$ cat config.mk
export PLATFORM = sky130hd
export DESIGN_NAME = manchester_frame_sync
export DESIGN_NICKNAME = d
export VERILOG_FILES = /design/src/rtl/manchester_frame_sync_pkg.sv /design/src/rtl/manchester_frame_sync_rx_bit_gather.sv /design/src/rtl/manchester_frame_sync.sv
export SDC_FILE = /design/constraint.sdc
export NUM_CORES = 1
export LEC_CHECK = 0
export CAP_MARGIN = 20
export CORE_MARGIN = 10
export CORE_UTILIZATION = 26
export DETAILED_ROUTE_END_ITERATION = 10
export HOLD_SLACK_MARGIN = 0.1
export PLACE_DENSITY = 0.45
export RECOVER_POWER = 100
export SLEW_MARGIN = 20
export SYNTH_ARGS = -nofsm -noshare
export SYNTH_HDL_FRONTEND = slang
export SYNTH_SLANG_ARGS = --single-unit
$ cat constraint.sdc
create_clock -name aclk -period 4.04 [get_ports aclk]
set_input_delay 0.404 -clock aclk [delete_from_list [all_inputs] [get_ports aclk]]
set_output_delay 0.404 -clock aclk [all_outputs]
set_load 0.02 [all_outputs]
$ cat src/rtl/manchester_frame_sync_pkg.sv
// Shared definitions for the Manchester receive framer: state encoding, default sync word,
// and the single-bit step function that the top applies once per decoded bit.
package manchester_frame_sync_pkg;

   typedef enum logic [1:0] {
      HUNT    = 2'd0,
      LEN     = 2'd1,
      PAYLOAD = 2'd2
   } rx_state_t;

   localparam logic [15:0] DEFAULT_SYNC_WORD = 16'hD391;

   typedef struct packed {
      rx_state_t   state;
      logic [15:0] hist;
      logic [7:0]  shift;
      logic [2:0]  bitcnt;
      logic [7:0]  len_rem;
   } rx_ctx_t;

   typedef struct packed {
      rx_ctx_t     ctx;
      logic        sync;
      logic        emit;
      logic        last;
      logic [7:0]  data;
   } rx_step_t;

   function automatic rx_step_t rx_step(input rx_ctx_t c, input logic b,
                                        input logic [15:0] sync_word);
      rx_step_t    r;
      logic [15:0] hist_n;
      logic [7:0]  byte_n;
      r      = '0;
      r.ctx  = c;
      hist_n = {c.hist[14:0], b};
      byte_n = {c.shift[6:0], b};
      case (c.state)
         HUNT: begin
            r.ctx.hist = hist_n;
            if (hist_n == sync_word) begin
               r.ctx.state  = LEN;
               r.ctx.bitcnt = '0;
               r.sync       = 1'b1;
            end
         end
         LEN: begin
            r.ctx.shift  = byte_n;
            r.ctx.bitcnt = c.bitcnt + 3'd1;
            if (c.bitcnt == 3'd7) begin
               if (byte_n == '0) begin
                  r.ctx.state = HUNT;
                  r.ctx.hist  = '0;
               end else begin
                  r.ctx.len_rem = byte_n;
                  r.ctx.state   = PAYLOAD;
               end
            end
         end
         PAYLOAD: begin
            r.ctx.shift  = byte_n;
            r.ctx.bitcnt = c.bitcnt + 3'd1;
            if (c.bitcnt == 3'd7) begin
               r.emit        = 1'b1;
               r.data        = byte_n;
               r.ctx.len_rem = c.len_rem - 8'd1;
               if (c.len_rem == 8'd1) begin
                  r.last      = 1'b1;
                  r.ctx.state = HUNT;
                  r.ctx.hist  = '0;
               end
            end
         end
         default: r.ctx.state = HUNT;
      endcase
      return r;
   endfunction

endpackage

$ cat src/rtl/manchester_frame_sync_rx_bit_gather.sv
// Splits a 0/1/2-bit decoder beat into up to two single-bit steps in arrival order.
module rx_bit_gather
   import manchester_frame_sync_pkg::*;
(
   input  logic [1:0] decoded_bits,
   input  logic [1:0] num_decoded_bits,
   output logic       step0_valid,
   output logic       step1_valid,
   output logic       bit0,
   output logic       bit1,
   output logic       illegal
);

   always_comb begin
      step0_valid = 1'b0;
      step1_valid = 1'b0;
      bit0        = 1'b0;
      bit1        = 1'b0;
      illegal     = 1'b0;
      case (num_decoded_bits)
         2'd1: begin
            step0_valid = 1'b1;
            bit0        = decoded_bits[0];
         end
         2'd2: begin
            step0_valid = 1'b1;
            step1_valid = 1'b1;
            bit0        = decoded_bits[1];
            bit1        = decoded_bits[0];
         end
         2'd3:    illegal = 1'b1;
         default: ;
      endcase
   end

endmodule

$ cat src/rtl/manchester_frame_sync.sv
// Sync-word hunter and length-prefixed byte framer behind the Manchester decoder (clk_100).
module manchester_frame_sync
   import manchester_frame_sync_pkg::*;
#(
   parameter logic [15:0] SYNC_WORD = DEFAULT_SYNC_WORD
) (
   input  logic       aclk,
   input  logic       aresetn,
   input  logic [1:0] decoded_bits,
   input  logic [1:0] num_decoded_bits,
   output logic [7:0] m_axis_tdata,
   output logic       m_axis_tvalid,
   output logic       m_axis_tlast,
   output logic       locked,
   output logic       sync_det,
   output logic       frame_abort
);

   logic     step0_valid, step1_valid, bit0, bit1, illegal;
   rx_ctx_t  ctx_q, ctx_d;
   rx_step_t s0, s1;
   logic     sync_d, emit_d, last_d, abort_d;
   logic [7:0] data_d;

   rx_bit_gather u_gather (
      .decoded_bits     (decoded_bits),
      .num_decoded_bits (num_decoded_bits),
      .step0_valid      (step0_valid),
      .step1_valid      (step1_valid),
      .bit0             (bit0),
      .bit1             (bit1),
      .illegal          (illegal)
   );

   // Two chained single-bit steps per cycle so a state change on the first bit
   // is already in effect for the second one.
   always_comb begin
      ctx_d   = ctx_q;
      s0      = '0;
      s1      = '0;
      sync_d  = 1'b0;
      emit_d  = 1'b0;
      last_d  = 1'b0;
      abort_d = 1'b0;
      data_d  = '0;
      if (illegal) begin
         if (ctx_q.state != HUNT) begin
            ctx_d.state   = HUNT;
            ctx_d.hist    = '0;
            ctx_d.bitcnt  = '0;
            ctx_d.shift   = '0;
            ctx_d.len_rem = '0;
            abort_d       = 1'b1;
         end
      end else begin
         if (step0_valid) begin
            s0    = rx_step(ctx_d, bit0, SYNC_WORD);
            ctx_d = s0.ctx;
         end
         if (step1_valid) begin
            s1    = rx_step(ctx_d, bit1, SYNC_WORD);
            ctx_d = s1.ctx;
         end
         sync_d = s0.sync | s1.sync;
         emit_d = s0.emit | s1.emit;
         last_d = s0.last | s1.last;
         data_d = s0.emit ? s0.data : s1.data;
      end
   end

   always_ff @(posedge aclk or negedge aresetn) begin
      if (!aresetn) begin
         ctx_q         <= '0;
         m_axis_tdata  <= '0;
         m_axis_tvalid <= 1'b0;
         m_axis_tlast  <= 1'b0;
         locked        <= 1'b0;
         sync_det      <= 1'b0;
         frame_abort   <= 1'b0;
      end else begin
         ctx_q         <= ctx_d;
         m_axis_tvalid <= emit_d;
         m_axis_tlast  <= last_d;
         sync_det      <= sync_d;
         frame_abort   <= abort_d;
         locked        <= (ctx_d.state == LEN) || (ctx_d.state == PAYLOAD);
         if (emit_d) m_axis_tdata <= data_d;
      end
   end

endmodule

After elaboration in Yosys (flattened, before gate mapping)
Cells that the tools add are included.

Register bits: 50. Input port bits: 6. Output and inout port bits: 13.

Add/sub/neg operators: 4. Eq/ne operators: 16. Multiplexer cells: 61. Bitwise operators: 3. Reductions and logical operators: 9.

Operator list (count): 37-bit two-way mux (5); 18-bit two-way mux (6); 16-bit case mux with 3 select lines (2); 8-bit two-way mux (10); 11-bit two-way mux (4); 10-bit two-way mux (4); 16-bit equality test (second input constant) (2); 16-bit two-way mux (2); 8-bit case mux with 2 select lines (2); 8-bit by 1-bit equality test with 1-bit output (second input constant) (2); 8-bit zero test (2); 8-bit by 1-bit subtractor with 8-bit output (second input constant) (2); 1-bit two-way mux (15); 2-bit case mux with 3 select lines (2); 3-bit case mux with 2 select lines (2); 2-bit equality test (second input constant) (5); 2-bit by 1-bit equality test with 1-bit output (second input constant) (4); 2-bit two-way mux (4); 3-bit by 1-bit adder with 3-bit output (second input constant) (2); 3-bit equality test (second input constant) (2); 3-bit two-way mux (2); 2-bit OR reduction (3); 2-bit zero test (2); 1-bit OR (3); other kinds (4) (4).

Longest topological paths before layout
Word-level depth: 16. Mapped depth: 17.

Modules after synthesis
A second synthesis with hierarchy kept.

Cells, all modules: 494. Area total of the unflattened synthesis: 3926.3 um^2.

By module, submodules not included: manchester_frame_sync (times used 1, cells an instance 484, area each 3847.4 um^2, seq. area each 1201.2 um^2); rx_bit_gather (times used 1, cells an instance 10, area each 78.8 um^2, seq. area each 0.0 um^2).

Worst setup path before layout
No wires, ideal clock.

Path type: input to register. Start: input port num_decoded_bits[0]. End: register ctx_q[6] (netlist name). Setup time: 0.136 ns. Arrival: 3.367 ns. Data required time: 3.904 ns. Slack: 0.537 ns. Stages on the path: 17. Buffers on the path: 3. Path through: inv_1 -> ha_1 -> buf_4 -> a22oi_2 -> or4_1 -> o21ai_0 -> nand2_1 -> mux2_2 -> ha_1 -> ha_1 -> clkbuf_1 -> and2_1 -> clkbuf_1 -> nand2_1 -> o22ai_1 -> a221oi_1 -> a22oi_1.

Longest elaborated chain between the ends: 13. Elaborated cells between the ends (all ways): 35. Classes of those cells: 1 x add/sub; 8 x eq/ne; 23 x mux; 3 x reduce/logical.

Ends and longest elaborated chain: start, declared (line manchester_frame_sync.sv:10) `input logic [1:0] num_decoded_bits,`; 2-bit equality test / 2-bit by 1-bit equality test with 1-bit output (equally long branches) (line manchester_frame_sync_rx_bit_gather.sv:20) `case (num_decoded_bits)`; 1-bit case mux with 2 select lines (line manchester_frame_sync_rx_bit_gather.sv:20); 8-bit zero test (line manchester_frame_sync_pkg.sv:51) `if (byte_n == '0) begin`; 8-bit two-way mux (line manchester_frame_sync_pkg.sv:51); 8-bit two-way mux (line manchester_frame_sync_pkg.sv:50) `if (c.bitcnt == 3'd7) begin`; 8-bit case mux with 2 select lines (line manchester_frame_sync_pkg.sv:38) `case (c.state)`; 37-bit two-way mux (line manchester_frame_sync.sv:56) `if (step0_valid) begin`; 37-bit two-way mux (line manchester_frame_sync.sv:46) `if (illegal) begin`; 8-bit by 1-bit subtractor with 8-bit output / 8-bit two-way mux (equally long branches) (line manchester_frame_sync_pkg.sv:66, manchester_frame_sync_pkg.sv:51); 8-bit two-way mux, on equally long branches (line manchester_frame_sync_pkg.sv:63, manchester_frame_sync_pkg.sv:50); 8-bit case mux with 2 select lines (line manchester_frame_sync_pkg.sv:38); 37-bit two-way mux (line manchester_frame_sync.sv:60) `if (step1_valid) begin`; 37-bit two-way mux (line manchester_frame_sync.sv:46); end signal, assigned (line manchester_frame_sync.sv:81) `ctx_q <= ctx_d;`; end, declared (line manchester_frame_sync.sv:20) `rx_ctx_t ctx_q, ctx_d;`.

Several ways; a longest one is shown, not always the timed one. The select of a mux whose other input is x is not followed. A chain may end at the register's enable or synchronous reset.

Worst setup path after layout
Start: input port num_decoded_bits[0]. End: register ctx_q[3] (netlist name).

The elaborated chain is that of the path after synthesis.

==> results.txt <==
The detail-routed via count per cell is 5.46. The final reports fail on max-capacitance violations, max-slew violations. The worst path needs 3.74 ns of the cycle, external delays included. The portion of the post-synthesis area used by sequential elements came out at 30.0%. The number of failing setup endpoints in the final timing report is 0. The dominant combinational cell family by area after synthesis is compound AO/OA/AOI/OAI gates.

The distinct cell type count after synthesis came out at 63. Timing would allow up to 0.267 GHz. The wire length of the first global-routing pass came out at 22.0 mm.

Entering global routing, the biggest net connects 49 pins. The number of failing hold endpoints at the final stage came out at 0. The actual transition at the worst max-transition pin came out at 2.87 ns. By area the synthesized netlist is led by sky130_fd_sc_hd__dfrtp_1 (30%), sky130_fd_sc_hd__nand2_1 (6.6%), sky130_fd_sc_hd__ha_1 (5.9%), sky130_fd_sc_hd__a22oi_1 (5.8%), sky130_fd_sc_hd__nor2_1 (5.7%).

The worst setup path is captured at a flip-flop. sky130_fd_sc_hd__nand2_1 is the most common cell in the netlist. The analysis attributes to cell leakage a power of 0.00207 µW.

The number of optimization iterations in the first detailed-route pass is 5. The combined area of all synthesized cells is around 0.0040 mm². The number of nets still failing antenna checks after routing is 0. The longest clock path from root to sink contains 2 buffers. The number of hold buffers added after CTS is 0. The number of levels in the clock H-tree came out at 2. The top fanout value on the critical path is 5.

The fraction of layout instances using a drive strength above 1 is 11.9%. The total number of vias came out at 4055. The number of antenna violations at the first check in global routing came to 0.

Routability-driven placement finished with a final weighted congestion of 0.903. The largest total area in the synthesized netlist belongs to sky130_fd_sc_hd__dfrtp_1. The global route total overflow came out at 0. The final-stage net count is 579.

The global-route usage over all layers came out at 13.2%. The DRC violations left came out at 0. Setup repair after global routing left no endpoint under its margin. The sequential cells in the finished layout cover a total of 0.00120 mm². The initial utilization of the core area, before any placement, comes to 26.4%. The floorplan core area is around 0.015 mm². The xor and xnor area share after synthesis came out at less than 1%. The HPWL reported at the end of detailed placement came out at 10.1 mm. The power per standard cell area is 845 mW/mm². The worst setup path category is in2reg.

By count the netlist is led by sky130_fd_sc_hd__nand2_1 (70), sky130_fd_sc_hd__nor2_1 (61), sky130_fd_sc_hd__dfrtp_1 (48). The number of diodes came out at 0. The iteration-0 DRC count of the detailed router is 223.

A synthesized cell averages ~7.8 µm². The simple-gate share of the synthesized area came out at 23.4%. The detail-routed net length per standard cell is ~18 µm. The adder-cell area share of the yosys netlist is 5.94%. Summing all multi-input logic gate instances after layout gives 0.00259 mm². The required time reported for the critical path endpoint came out at 4.19 ns. The total count of max-transition violations in the final report is 49.

The layout has 1605 filler cells. The number of flops mapped to enable cells by yosys is 0. The max-capacitance violation count came out at 1. The clock latency of the later-clocked register in the worst-skew pair came out at 0.30 ns. The number of buffers created by CTS is 5. The share of flip-flops with an asynchronous set or reset is 100%. The most used flip-flop cell after synthesis is sky130_fd_sc_hd__dfrtp_1. The clock transition at the registers of the reported paths came out at 0.07 ns.

The die extent in x came out at 144 µm. The number of global-route vias before repair is 4096. Summing the areas of all compound-gate instances in the mapped netlist gives approximately 30% of the synthesized area. The final routed wirelength across all metal layers is approximately 13 mm. The worst hold-check path type is reg2reg. The die area is 0.0208 mm². The worst-case IR drop observed on VDD is 0.000319 V. Measured on the finished design, the core utilization comes to 31.8%. The final clock period utilization by the worst path is 92.6%. The buffers inserted during post-CTS setup optimization is 0. The synthesis-to-layout area growth is 20.2%. The count of input and output buffers came out at 18. TritonCTS built the clock tree. In this run the clock root is driven by a sky130_fd_sc_hd__clkbuf_16.

The flip-flop and latch count after synthesis is 48. In the synthesized netlist, mux cells make up 4.78% of the area. The worst slew margin relative to its limit is -91.5%. The I/O pin count is 19.

The arrival time at the worst endpoint is roughly 3.9 ns. The clock drives 48 sinks. Counting every net in the synthesized netlist gives 541.

The number of warnings reported in the yosys synthesis log came out at 0. The top cell type's share of synthesized area came out at between 30% and 40%. Summed over all failing endpoints, the final setup total negative slack is 0 ns. The launching element type of the critical path is an input port.

The cell count after synthesis came out at slightly above 500. The die span in y came out at ~140 µm. The standard-cell row count is 45. The run finished, with violations left. The final worst clock skew is 0.00993 ns.
==> stage by stage <==
stage / cell area, µm² / power, µW / hold WS [ns] / worst slack, ns / cells
CTS: 4840 / 4130 / 0.258 / 0.200 / 743
global route: 4810 / 4440 / 0.558 / 0.0127 / 743
finish: 4810 / 4070 / 0.534 / 0.298 / 743
floorplan: 4000 / 2590 / 0.108 / 0.537 / 516
global placement: 4660 / 3590 / 0.525 / -0.0476 / 735
detailed placement: 4660 / 3590 / 0.529 / -0.116 / 735
==> state kept, by name (all words and copies together), names as in the netlist <==
| register | flops |
|---|---|
| ctx_q | 35 |
| frame_abort | 1 |
| locked | 1 |
| m_axis_tdata | 8 |
| m_axis_tlast | 1 |
| m_axis_tvalid | 1 |
| sync_det | 1 |
==> layout by cell type, fill, tap and decap left out, types with 8 or more instances in the layout <==
cell type / Yosys / layout
sky130_fd_sc_hd__nand2_1: 70 / 70
sky130_fd_sc_hd__nor2_1: 61 / 61
sky130_fd_sc_hd__dfrtp_1: 48 / 48
sky130_fd_sc_hd__buf_4: 1 / 40
sky130_fd_sc_hd__o21ai_0: 34 / 33
sky130_fd_sc_hd__a22oi_1: 31 / 31
sky130_fd_sc_hd__a21oi_1: 29 / 28
sky130_fd_sc_hd__inv_1: 23 / 23
sky130_fd_sc_hd__ha_1: 19 / 18
sky130_fd_sc_hd__nand3_1: 13 / 13
sky130_fd_sc_hd__dlygate4sd3_1: 0 / 13
sky130_fd_sc_hd__mux2i_1: 12 / 12
sky130_fd_sc_hd__o21bai_1: 11 / 11
sky130_fd_sc_hd__nor3_1: 10 / 9
sky130_fd_sc_hd__nand2b_1: 8 / 8
sky130_fd_sc_hd__a22o_1: 8 / 8
sky130_fd_sc_hd__clkbuf_1: 33 / 8
==> critical path: stages <==
cell and delay [ns]:
sky130_fd_sc_hd__clkdlybuf4s50_1 0.51, sky130_fd_sc_hd__inv_1 0.05, sky130_fd_sc_hd__ha_1 0.30, sky130_fd_sc_hd__or4_1 0.55, sky130_fd_sc_hd__o21ai_1 0.20, sky130_fd_sc_hd__nand2_1 0.12, sky130_fd_sc_hd__mux2_2 0.30, sky130_fd_sc_hd__ha_1 0.18
sky130_fd_sc_hd__ha_1 0.23, sky130_fd_sc_hd__inv_1 0.09, sky130_fd_sc_hd__nor3_1 0.06, sky130_fd_sc_hd__nand3_1 0.12, sky130_fd_sc_hd__mux2_2 0.35, sky130_fd_sc_hd__a222oi_1 0.31, sky130_fd_sc_hd__o21ai_0 0.12
==> worst paths after layout <==
kind,from,end,slack (ns),cells past startpoint
max,num_decoded_bits[0],ctx_q[3],0.30,15
min,m_axis_tdata[2],m_axis_tdata[2],0.53,2
max reg2reg,ctx_q[8],ctx_q[4],0.46,13
min reg2reg,m_axis_tdata[2],m_axis_tdata[2],0.53,2
max in group asynchronous,aresetn,m_axis_tdata[0],1.29,2
min in group asynchronous,aresetn,ctx_q[6],1.12,2
==> final cells by class <==
type                            instances  share of cell area, %
Multi-Input combinational cell        409                   53.7
Sequential cell                        48                   25.0
Timing Repair Buffer                   67                   10.9
Tap cell                              188                   4.89
Clock buffer                            6                   2.89
Inverter                               23                   1.79
Clock inverter                          2                  0.806
==> cell families (layout without fill, tap and decap cells) <==
group | after synthesis | count (layout)
compound gates | 174 | 174
mux | 18 | 18
flops | 48 | 48
fa+ha+maj | 19 | 19
simple gates | 197 | 197
xor+xnor | 1 | 1
buf+inv | 59 | 98
==> layer usage <==
metal	up-vias	part of all wire [%]	global-route usage (%)
met5	-	0	0
met4	0	1.9	4.25
met3	16	3.1	2.00
met2	75	50	22.8
met1	1998	45	16.4
li1	1966	-	-
==> power by group <==
part           leakage [µW]  switching (µW)  internal, µW  total, µW
Clock             0.0000871             202           311        513
Sequential         0.000610             296           682        979
Combinational       0.00137            1460          1120       2580
Total               0.00207            1960          2110       4070
==> repair_timing <==
item	4_1_cts	5_1_grt
endpoints found under the setup margin	0	6
hold endpoints to repair	0	0
gates resized for setup	0	2
Note: power is estimated with default switching activity, not from simulation.
